<file path="src/rtl/uart_pkg.sv">
// -----------------------------------------------------------------------------
// uart_pkg
// Shared definitions for the UART receive path.
//   state_t      : receiver FSM states
//   DATA_BITS    : payload bits per frame (8N1)
//   OVERSAMPLE   : sample ticks per bit
//   SAMPLE_MID   : centre sample of a bit; the vote uses MID-1, MID and MID+1
//   maj3()       : 2-of-3 majority used for every bit decision
// -----------------------------------------------------------------------------
package uart_pkg;

  typedef enum logic [1:0] {
    IDLE  = 2'd0,
    START = 2'd1,
    DATA  = 2'd2,
    STOP  = 2'd3
  } state_t;

  localparam int DATA_BITS  = 8;
  localparam int OVERSAMPLE = 16;
  localparam int SAMPLE_MID = 8;

  localparam int TCNT_W = $clog2(OVERSAMPLE);
  localparam int BCNT_W = $clog2(DATA_BITS);

  // Tick positions inside one bit period.
  localparam logic [TCNT_W-1:0] T_EARLY  = TCNT_W'(SAMPLE_MID - 1);
  localparam logic [TCNT_W-1:0] T_MID    = TCNT_W'(SAMPLE_MID);
  localparam logic [TCNT_W-1:0] T_DECIDE = TCNT_W'(SAMPLE_MID + 1);
  localparam logic [TCNT_W-1:0] T_LAST   = TCNT_W'(OVERSAMPLE - 1);

  localparam logic [BCNT_W-1:0] BIT_LAST = BCNT_W'(DATA_BITS - 1);

  function automatic logic maj3(input logic a, input logic b, input logic c);
    return (a & b) | (a & c) | (b & c);
  endfunction

endpackage

</file>
<file path="src/rtl/uart_tick_gen.sv">
// -----------------------------------------------------------------------------
// uart_tick_gen
// Free-running divider producing a one-clock tick every DIV clocks.
// Shared between the UART receiver (16x sample tick) and transmitter.
//   clk  : system clock
//   rst  : asynchronous active-high reset (counter back to 0)
//   tick : high for one clk when the counter is at DIV-1
// -----------------------------------------------------------------------------
module uart_tick_gen #(
  parameter int DIV = 651
) (
  input  logic clk,
  input  logic rst,
  output logic tick
);

  localparam int W = (DIV > 1) ? $clog2(DIV) : 1;
  localparam logic [W-1:0] CNT_LAST = W'(DIV - 1);

  logic [W-1:0] cnt;

  // NOTE: sequential state uses non-blocking assignments so every flop samples
  // pre-edge values, independent of process evaluation order.
  always_ff @(posedge clk or posedge rst) begin
    if (rst) begin
      cnt <= '0;
    end else if (cnt == CNT_LAST) begin
      cnt <= '0;
    end else begin
      cnt <= cnt + 1'b1;
    end
  end

  assign tick = (cnt == CNT_LAST);

endmodule

</file>
<file path="src/rtl/uart_rx_os.sv">
// -----------------------------------------------------------------------------
// uart_rx_os
// 8N1 UART receiver with 16x oversampling and 3-sample majority decisions.
//   clk       : system clock
//   rst       : asynchronous active-high reset
//   rx        : serial line, asynchronous, idle high
//   rx_data   : received byte (LSB first on the line)
//   rx_valid  : rx_data/frame_err valid, held until rx_ready
//   rx_ready  : consumer accept
//   frame_err : stop bit of the held byte was sampled low
//   overrun   : sticky; a frame completed while rx_valid was pending
//   rx_busy   : receiver FSM is not idle
// -----------------------------------------------------------------------------
module uart_rx_os #(
  parameter int CLK_FREQ   = 100_000_000,
  parameter int BAUD       = 9600,
  parameter int OVERSAMPLE = 16
) (
  input  logic       clk,
  input  logic       rst,
  input  logic       rx,
  output logic [7:0] rx_data,
  output logic       rx_valid,
  input  logic       rx_ready,
  output logic       frame_err,
  output logic       overrun,
  output logic       rx_busy
);

  import uart_pkg::*;

  localparam int TICK_DIV = CLK_FREQ / (BAUD * OVERSAMPLE);

  logic              rx_meta;
  logic              rx_s;
  logic              tick;
  state_t            state;
  state_t            state_nxt;
  logic [TCNT_W-1:0] tcnt;
  logic [BCNT_W-1:0] bit_cnt;
  logic [7:0]        shreg;
  logic              smp_early;
  logic              smp_mid;
  logic              armed;
  logic              maj;
  logic              shift_en;
  logic              frame_done;
  logic              accept;

  uart_tick_gen #(
    .DIV (TICK_DIV)
  ) u_tick (
    .clk  (clk),
    .rst  (rst),
    .tick (tick)
  );

  // Two-flop synchroniser; resets to the idle line level so reset release
  // never looks like a start edge.
  always_ff @(posedge clk or posedge rst) begin
    if (rst) begin
      rx_meta <= 1'b1;
      rx_s    <= 1'b1;
    end else begin
      rx_meta <= rx;
      rx_s    <= rx_meta;
    end
  end

  // The third vote is the live sample at the decision tick.
  assign maj    = maj3(smp_early, smp_mid, rx_s);
  assign accept = rx_valid && rx_ready;

  always_ff @(posedge clk or posedge rst) begin
    if (rst) begin
      state <= IDLE;
    end else begin
      state <= state_nxt;
    end
  end

  // NOTE: every signal driven here gets a default first; a missing branch
  // would otherwise infer a latch.
  always_comb begin
    state_nxt  = state;
    shift_en   = 1'b0;
    frame_done = 1'b0;
    if (tick) begin
      unique case (state)
        IDLE: begin
          if (armed && !rx_s) state_nxt = START;
        end
        START: begin
          // A start bit that is high at its centre was a glitch.
          if (tcnt == T_DECIDE && maj)  state_nxt = IDLE;
          else if (tcnt == T_LAST)      state_nxt = DATA;
        end
        DATA: begin
          if (tcnt == T_DECIDE) shift_en = 1'b1;
          if (tcnt == T_LAST && bit_cnt == BIT_LAST) state_nxt = STOP;
        end
        STOP: begin
          // Finish at the stop-bit centre so the next start edge is caught
          // even when the sender runs fast.
          if (tcnt == T_DECIDE) begin
            frame_done = 1'b1;
            state_nxt  = IDLE;
          end
        end
        default: state_nxt = IDLE;
      endcase
    end
  end

  // Bit timing and shift datapath.
  always_ff @(posedge clk or posedge rst) begin
    if (rst) begin
      tcnt      <= '0;
      bit_cnt   <= '0;
      shreg     <= '0;
      smp_early <= 1'b1;
      smp_mid   <= 1'b1;
      armed     <= 1'b1;
    end else begin
      if (tick) begin
        if (state == IDLE || state_nxt == IDLE) tcnt <= '0;
        else                                    tcnt <= tcnt + 1'b1;

        if (state == START)                          bit_cnt <= '0;
        else if (state == DATA && tcnt == T_LAST)    bit_cnt <= bit_cnt + 1'b1;

        if (tcnt == T_EARLY) smp_early <= rx_s;
        if (tcnt == T_MID)   smp_mid   <= rx_s;
      end

      if (shift_en) shreg <= {maj, shreg[7:1]};

      // After a framing error the line may be in break; require it to return
      // high before another start is taken.
      if (frame_done && !maj) armed <= 1'b0;
      else if (tick && rx_s)  armed <= 1'b1;
    end
  end

  // Output holding register and handshake.
  always_ff @(posedge clk or posedge rst) begin
    if (rst) begin
      rx_data   <= '0;
      rx_valid  <= 1'b0;
      frame_err <= 1'b0;
      overrun   <= 1'b0;
    end else begin
      if (accept) begin
        rx_valid <= 1'b0;
        overrun  <= 1'b0;
      end
      if (frame_done) begin
        if (!rx_valid || accept) begin
          rx_data   <= shreg;
          frame_err <= !maj;
          rx_valid  <= 1'b1;
        end else begin
          overrun   <= 1'b1;
        end
      end
    end
  end

  assign rx_busy = (state != IDLE);

endmodule

</file>
<file path="config.mk">
export PLATFORM = sky130hd
export DESIGN_NAME = uart_rx_os
export DESIGN_NICKNAME = d
export VERILOG_FILES = /design/src/rtl/uart_pkg.sv /design/src/rtl/uart_tick_gen.sv /design/src/rtl/uart_rx_os.sv
export SDC_FILE = /design/constraint.sdc
export NUM_CORES = 1
export LEC_CHECK = 0
export CAP_MARGIN = 20
export CELL_PAD_IN_SITES_DETAIL_PLACEMENT = 2
export CELL_PAD_IN_SITES_GLOBAL_PLACEMENT = 2
export CORE_UTILIZATION = 35
export CTS_BUF_LIST = sky130_fd_sc_hd__clkbuf_16
export CTS_CLUSTER_DIAMETER = 100
export DETAILED_ROUTE_END_ITERATION = 10
export PLACE_DENSITY_LB_ADDON = 0.08
export SYNTH_ARGS = -nofsm -noshare
export SYNTH_HDL_FRONTEND = slang
export SYNTH_SLANG_ARGS = --single-unit
</file>
<file path="constraint.sdc">
create_clock -name clk -period 1.9 [get_ports clk]
set_clock_uncertainty 0.15 [all_clocks]
set_input_delay 0.19 -clock clk [delete_from_list [all_inputs] [get_ports clk]]
set_output_delay 0.19 -clock clk [all_outputs]
set_load 0.005 [all_outputs]
</file>
# Word level (Yosys, flattened, before mapping)

Cells that the tools add are included.

Flip-flop bits (word level): 43
Word-level logic and storage cells: 76

Add/sub/neg operators: 3
Equality and inequality tests: 9
Bitwise operators: 5
Multiplexer cells: 24
Reductions and logical operators: 21

Operator list:

| operator                                                         | count |
|---|---|
| 1-bit two-way mux                                                | 13 |
| 4-bit == test (second input constant)                            | 3 |
| 2-bit two-way mux                                                | 6 |
| 10-bit by 1-bit adder with 10-bit output (second input constant) | 1 |
| 10-bit == test (second input constant)                           | 1 |
| 10-bit two-way mux                                               | 1 |
| 2-bit one-hot mux with 4 select lines                            | 1 |
| 2-bit AND reduction                                              | 4 |
| 1-bit logical AND                                                | 7 |
| 3-bit two-way mux                                                | 2 |
| 2-bit nonzero test                                               | 3 |
| 4-bit by 1-bit adder with 4-bit output (second input constant)   | 1 |
| 2-bit == test (second input constant)                            | 2 |
| 4-bit by 3-bit == test with 1-bit output (second input constant) | 1 |
| 2-bit zero test                                                  | 2 |
| 4-bit two-way mux                                                | 1 |
| 3-bit by 1-bit adder with 3-bit output (second input constant)   | 1 |
| 1-bit bitwise AND                                                | 3 |
| 3-bit == test (second input constant)                            | 1 |
| 1-bit zero test                                                  | 3 |
| 2-bit by 1-bit == test with 1-bit output (second input constant) | 1 |
| 1-bit logical OR                                                 | 2 |
| 1-bit bitwise OR                                                 | 2 |

# Logic depth before layout (Yosys ltp)

Depth in word-level cells: 10
Mapped depth: 8

# Hierarchy

A second synthesis with hierarchy kept.

Cell total of the unflattened synthesis: 175
Area total of the unflattened synthesis: 2024.4 µm²

By module, submodules not included:

| module        | cells each | area an instance (µm²) | times used |
|---|---|---|---|
| uart_rx_os    | 128        | 1496.4                 | 1 |
| uart_tick_gen | 47         | 528.0                  | 1 |

# Least setup slack after synthesis

Ideal clock, no wire load.

Kind: register -> register
From: reg u_tick.cnt[0]
To: reg shreg[0]
Path slack: 0.016 ns
Buffers on the path: 0
Data arrival time: 1.610 ns
Clock period less this slack: 1.884 ns
Cell stages (with the launch flop): 8
Path through: dfrtp_1 > inv_1 > ha_1 > nor3b_2 > and3_4 > nand2_1 > nor2_4 > mux2_2

Cells in the longest elaborated chain, start to end: 2

Ends and longest elaborated chain:

| what                     | line                | text |
|---|---|---|
| start: declaration       | uart_tick_gen.sv:20 | `logic [W-1:0] cnt;` |
| start signal: assignment | uart_tick_gen.sv:30 | `cnt <= cnt + 1'b1;` |
| 10-bit == test           | uart_tick_gen.sv:34 | `assign tick = (cnt == CNT_LAST);` |
| 1-bit two-way mux        | uart_rx_os.sv:88    | `if (tick) begin` |
| end signal: assignment   | uart_rx_os.sv:136   | `if (shift_en) shreg <= {maj, shreg[7:1]};` |
| end: declaration         | uart_rx_os.sv:41    | `logic [7:0] shreg;` |

No other way between the ends.
A chain may end at the register's enable or synchronous reset.

# Worst setup path in the final report

From: reg tcnt[1]
To: reg tcnt[0]

Cells in the longest elaborated chain, start to end: 8
Elaborated cells between the ends (all ways): 13
Those cells by class: 2 x eq/ne; 7 x mux; 4 x reduce/logical

Ends and longest elaborated chain:

| what                                        | line                                | text |
|---|---|---|
| start: declaration                          | uart_rx_os.sv:39                    | `logic [TCNT_W-1:0] tcnt;` |
| start signal: assignment                    | uart_rx_os.sv:127                   | `else tcnt <= tcnt + 1'b1;` |
| 4-bit == test, on equally long branches     | --                                  |  |
| 2-bit two-way mux (tied with other cells)   | uart_rx_os.sv:96                    | `else if (tcnt == T_LAST) state_nxt = DATA;` |
| 2-bit two-way mux, on equally long branches | uart_rx_os.sv:95, uart_rx_os.sv:100 |  |
| 2-bit one-hot mux with 4 select lines *     | uart_rx_os.sv:89                    | `unique case (state)` |
| 2-bit two-way mux *                         | uart_rx_os.sv:88                    |  |
| 2-bit zero test *                           | uart_rx_os.sv:126                   | `if (state == IDLE \|\| state_nxt == IDLE) tcnt <= '0;` |
| 1-bit logical OR *                          | uart_rx_os.sv:126                   |  |
| 4-bit two-way mux *                         | uart_rx_os.sv:126                   |  |

Every way passes the cells marked *; elsewhere a longest branch is shown, timed or not.

==> results.cfg <==
[critical_path]
end_kind = register
cp.arrival_ns = 2.15
cp-startpoint = tcnt[1]$_DFFE_PP0N_
rrSetupSlack_ns = -0.20
start_kind = register
critPathKind = register to register
worstPathRequired_ns = 1.95
path_max_fanout = 4
worstReg2RegStart = tcnt[1]$_DFFE_PP0N_

[yosys]
synthCells = 179
syn_area_um2 = 2080
synth_top_family_by_area = simple AND/OR/NAND/NOR gates
synth_compound_area_share_pct = 9.09
synth_fa_ha_area_share_pct = 4.75
synthArstFlopShare_pct = 100
synth.distinct_cells = 44
ys_seq_area_share_pct = 52.0
synth.mux.area_fraction_pct = 9.21
ys_ff_latch = 43
synth_nets = 190
yosys_warnings = 0
synth_simple_gate_area_share_pct = 18.0
synth-main-ff-cell = dfrtp_1
syn_area_per_cell_um2 = 11.6
synth_edf_count = 0
synth-xor-area-share_pct = 3.37

[place]
placedCellCount = 295
io_buffers = 15
place_congestion = 0.761
post-place-ws_ns = -0.145
hpwlAfterDp_um = 4050

[clocking]
cts_tree = yes
cts_buffer_depth = 2
cts.sinks = 43
htree_levels = 2
cts_made_buffers = 5
clk_latency_ns = 0.29
clock-root-buffer = clkbuf_16
cts-hold-fix-buffers = 0
clkTransAtPathRegs_ns = 0.06

[finish]
drive_gt1_share_pct = 40.8
nets = 250
fin_cells = 312
n_antenna_cell = 0
final_cell_mix = dfrtp_1, buf_4, nand2_1
syn_to_final_growth_pct = 42.4
n_fill_cell = 556

[global_route]
grt_pass1_wl_um = 10500
grt_usage_pct = 22.6
antenna_found_initial = 0
grt-ovfl-total = 0
grt_max_degree = 44
grt_pass1_vias = 1943

[sta]
rsz0062_at_grt = yes
max_slew.worst_pin.slew_ns = 0.414
min_period_ns = 2.10
setup_violations = 23
fmax_mhz = 475
relSlewSlack_pct = 72.0
drv_slew = 0
hold_violations = 0
post-route-period-util_pct = 111
worst_slack_ns = -0.204

[route]
dr_wl_met3_um = 112
first_pass_iters = 4
met2WireLength_um = 3640
drc = 0
wl_met1_um = 2800
maxUsedRoutingLayer = met4
via_count = 1627
drt_iter0_markers = 95
totalWireLength_um = 6630
ant_nets = 0
wl_per_cell_um = 21.2
avgViaCountPerCell = 5.21

[floorplanning]
die_w_um = 79.1
die_y_um = 79.1
row_count = 27
fp.dieArea_um2 = 6250
ios = 16
fp.coreArea_um2 = 5610
start_util_pct = 37.1

[pwr]
p_leak_nw = 1.42
vdd_drop_max_mv = 0.465
powerDensity_nw_per_um2 = 660

[job]
drv_cap = 0

[min_path]
hold_path_class = input port to asynchronous set/reset pin

[outcome]
status = finished with violations
violations = negative setup slack
[routing by layer]
layer  GRT usage [%]  up-vias
met5               0        -
met4            7.09        0
met3            4.14       10
met2            41.2       16
met1            26.5      847
li1                -      754
[sequential cells by signal, summed over array words and instances, names as in the netlist, 2 cells and up]
signal      cells
bit_cnt         3
state           2
u_tick.cnt     10
shreg           8
tcnt            4
rx_data         8
[critical path, stage by stage, from the launching register on]
cell	delay, ns
dfrtp_1	0.43
inv_2	0.08
ha_4	0.15
and3b_2	0.23
and2_4	0.15
o311ai_4	0.39
buf_4	0.18
o211ai_1	0.11
o21ai_1	0.14
[final cells by class]
| cell class | instances | area [um^2] | share of cell area [%] |
|---|---|---|---|
| tap | 72 | 90.1 | 3.04 |
| clock inverter | 3 | 43.8 | 1.48 |
| sequential | 43 | 1080 | 36.6 |
| clock buffer | 5 | 125 | 4.23 |
| timing repair buffer | 58 | 513 | 17.3 |
| multi-input combinational | 122 | 1070 | 36.2 |
| inverter | 9 | 33.8 | 1.14 |
[metrics by stage]
stage	util (%)	total power, mW	hold slack, ns	setup TNS, ns	cell area, um^2
5_1_grt	52.8	2.00	0.140	-4.28	2960
4_1_cts	51.5	1.97	0.128	-2.04	2890
3_5_place_dp	45.6	0.978	0.198	-2.73	2550
2_1_floorplan	-	0.956	0.0445	0	2080
6_report	52.8	1.95	0.118	-2.50	2960
3_3_place_gp	45.6	0.977	0.197	-1.10	2550
[cell usage after synthesis, types with 2 or more instances]
cell type | n | area (um^2)
o21ai_0 | 8 | 40.0
nand4_1 | 3 | 18.8
buf_4 | 2 | 15.0
dfrtp_1 | 38 | 951
nand3_1 | 7 | 35.0
inv_1 | 9 | 33.8
a21oi_1 | 2 | 10.0
nor2_1 | 11 | 41.3
nand2b_1 | 2 | 12.5
ha_1 | 7 | 87.6
mux2_2 | 17 | 191
xnor2_1 | 6 | 52.6
nor2b_1 | 2 | 12.5
o211ai_1 | 4 | 30.0
and3_1 | 3 | 18.8
nand2_1 | 18 | 67.6
buf_2 | 2 | 10.0
nor3b_2 | 2 | 25.0
xor2_1 | 2 | 17.5
and2_1 | 2 | 12.5
a2bb2oi_1 | 2 | 17.5
dfstp_2 | 5 | 131
o22ai_1 | 2 | 12.5
and4_1 | 3 | 26.3
[repair_timing]
action                     CTS  global route
gates resized for setup     24            18
pin swaps                   13            10
buffers inserted             7             2
setup endpoints to repair   28            34
gates cloned                 1             0
[path summary, 6_finish.rpt]
| path | endpoint | depth (start not counted) |
|---|---|---|
| max | tcnt[0]$_DFFE_PP0N_ | 8 |
| min | rx_data[7]$_DFFE_PP0P_ | 3 |
| max reg2reg | tcnt[0]$_DFFE_PP0N_ | 8 |
| min reg2reg | rx_s$_DFF_PP1_ | 0 |
| max in group asynchronous | armed$_DFFE_PP1P_ | 3 |
| min in group clk | rx_meta$_DFF_PP1_ | 1 |
[logic make-up after synthesis]
kind of cell,count (synthesis)
fa+ha+maj,8
simple gates,63
mux,17
flops,43
compound gates,25
buf+inv,15
xor+xnor,8
[power by group]
part | leakage (nW) | switching, mW | internal [mW] | total, mW
registers | 0.566 | 0.00268 | 0.921 | 0.924
logic | 0.771 | 0.0239 | 0.0147 | 0.0386
clock network | 0.0838 | 0.370 | 0.620 | 0.991
total | 1.42 | 0.397 | 1.56 | 1.95
Power figures use the tool's default switching activity.
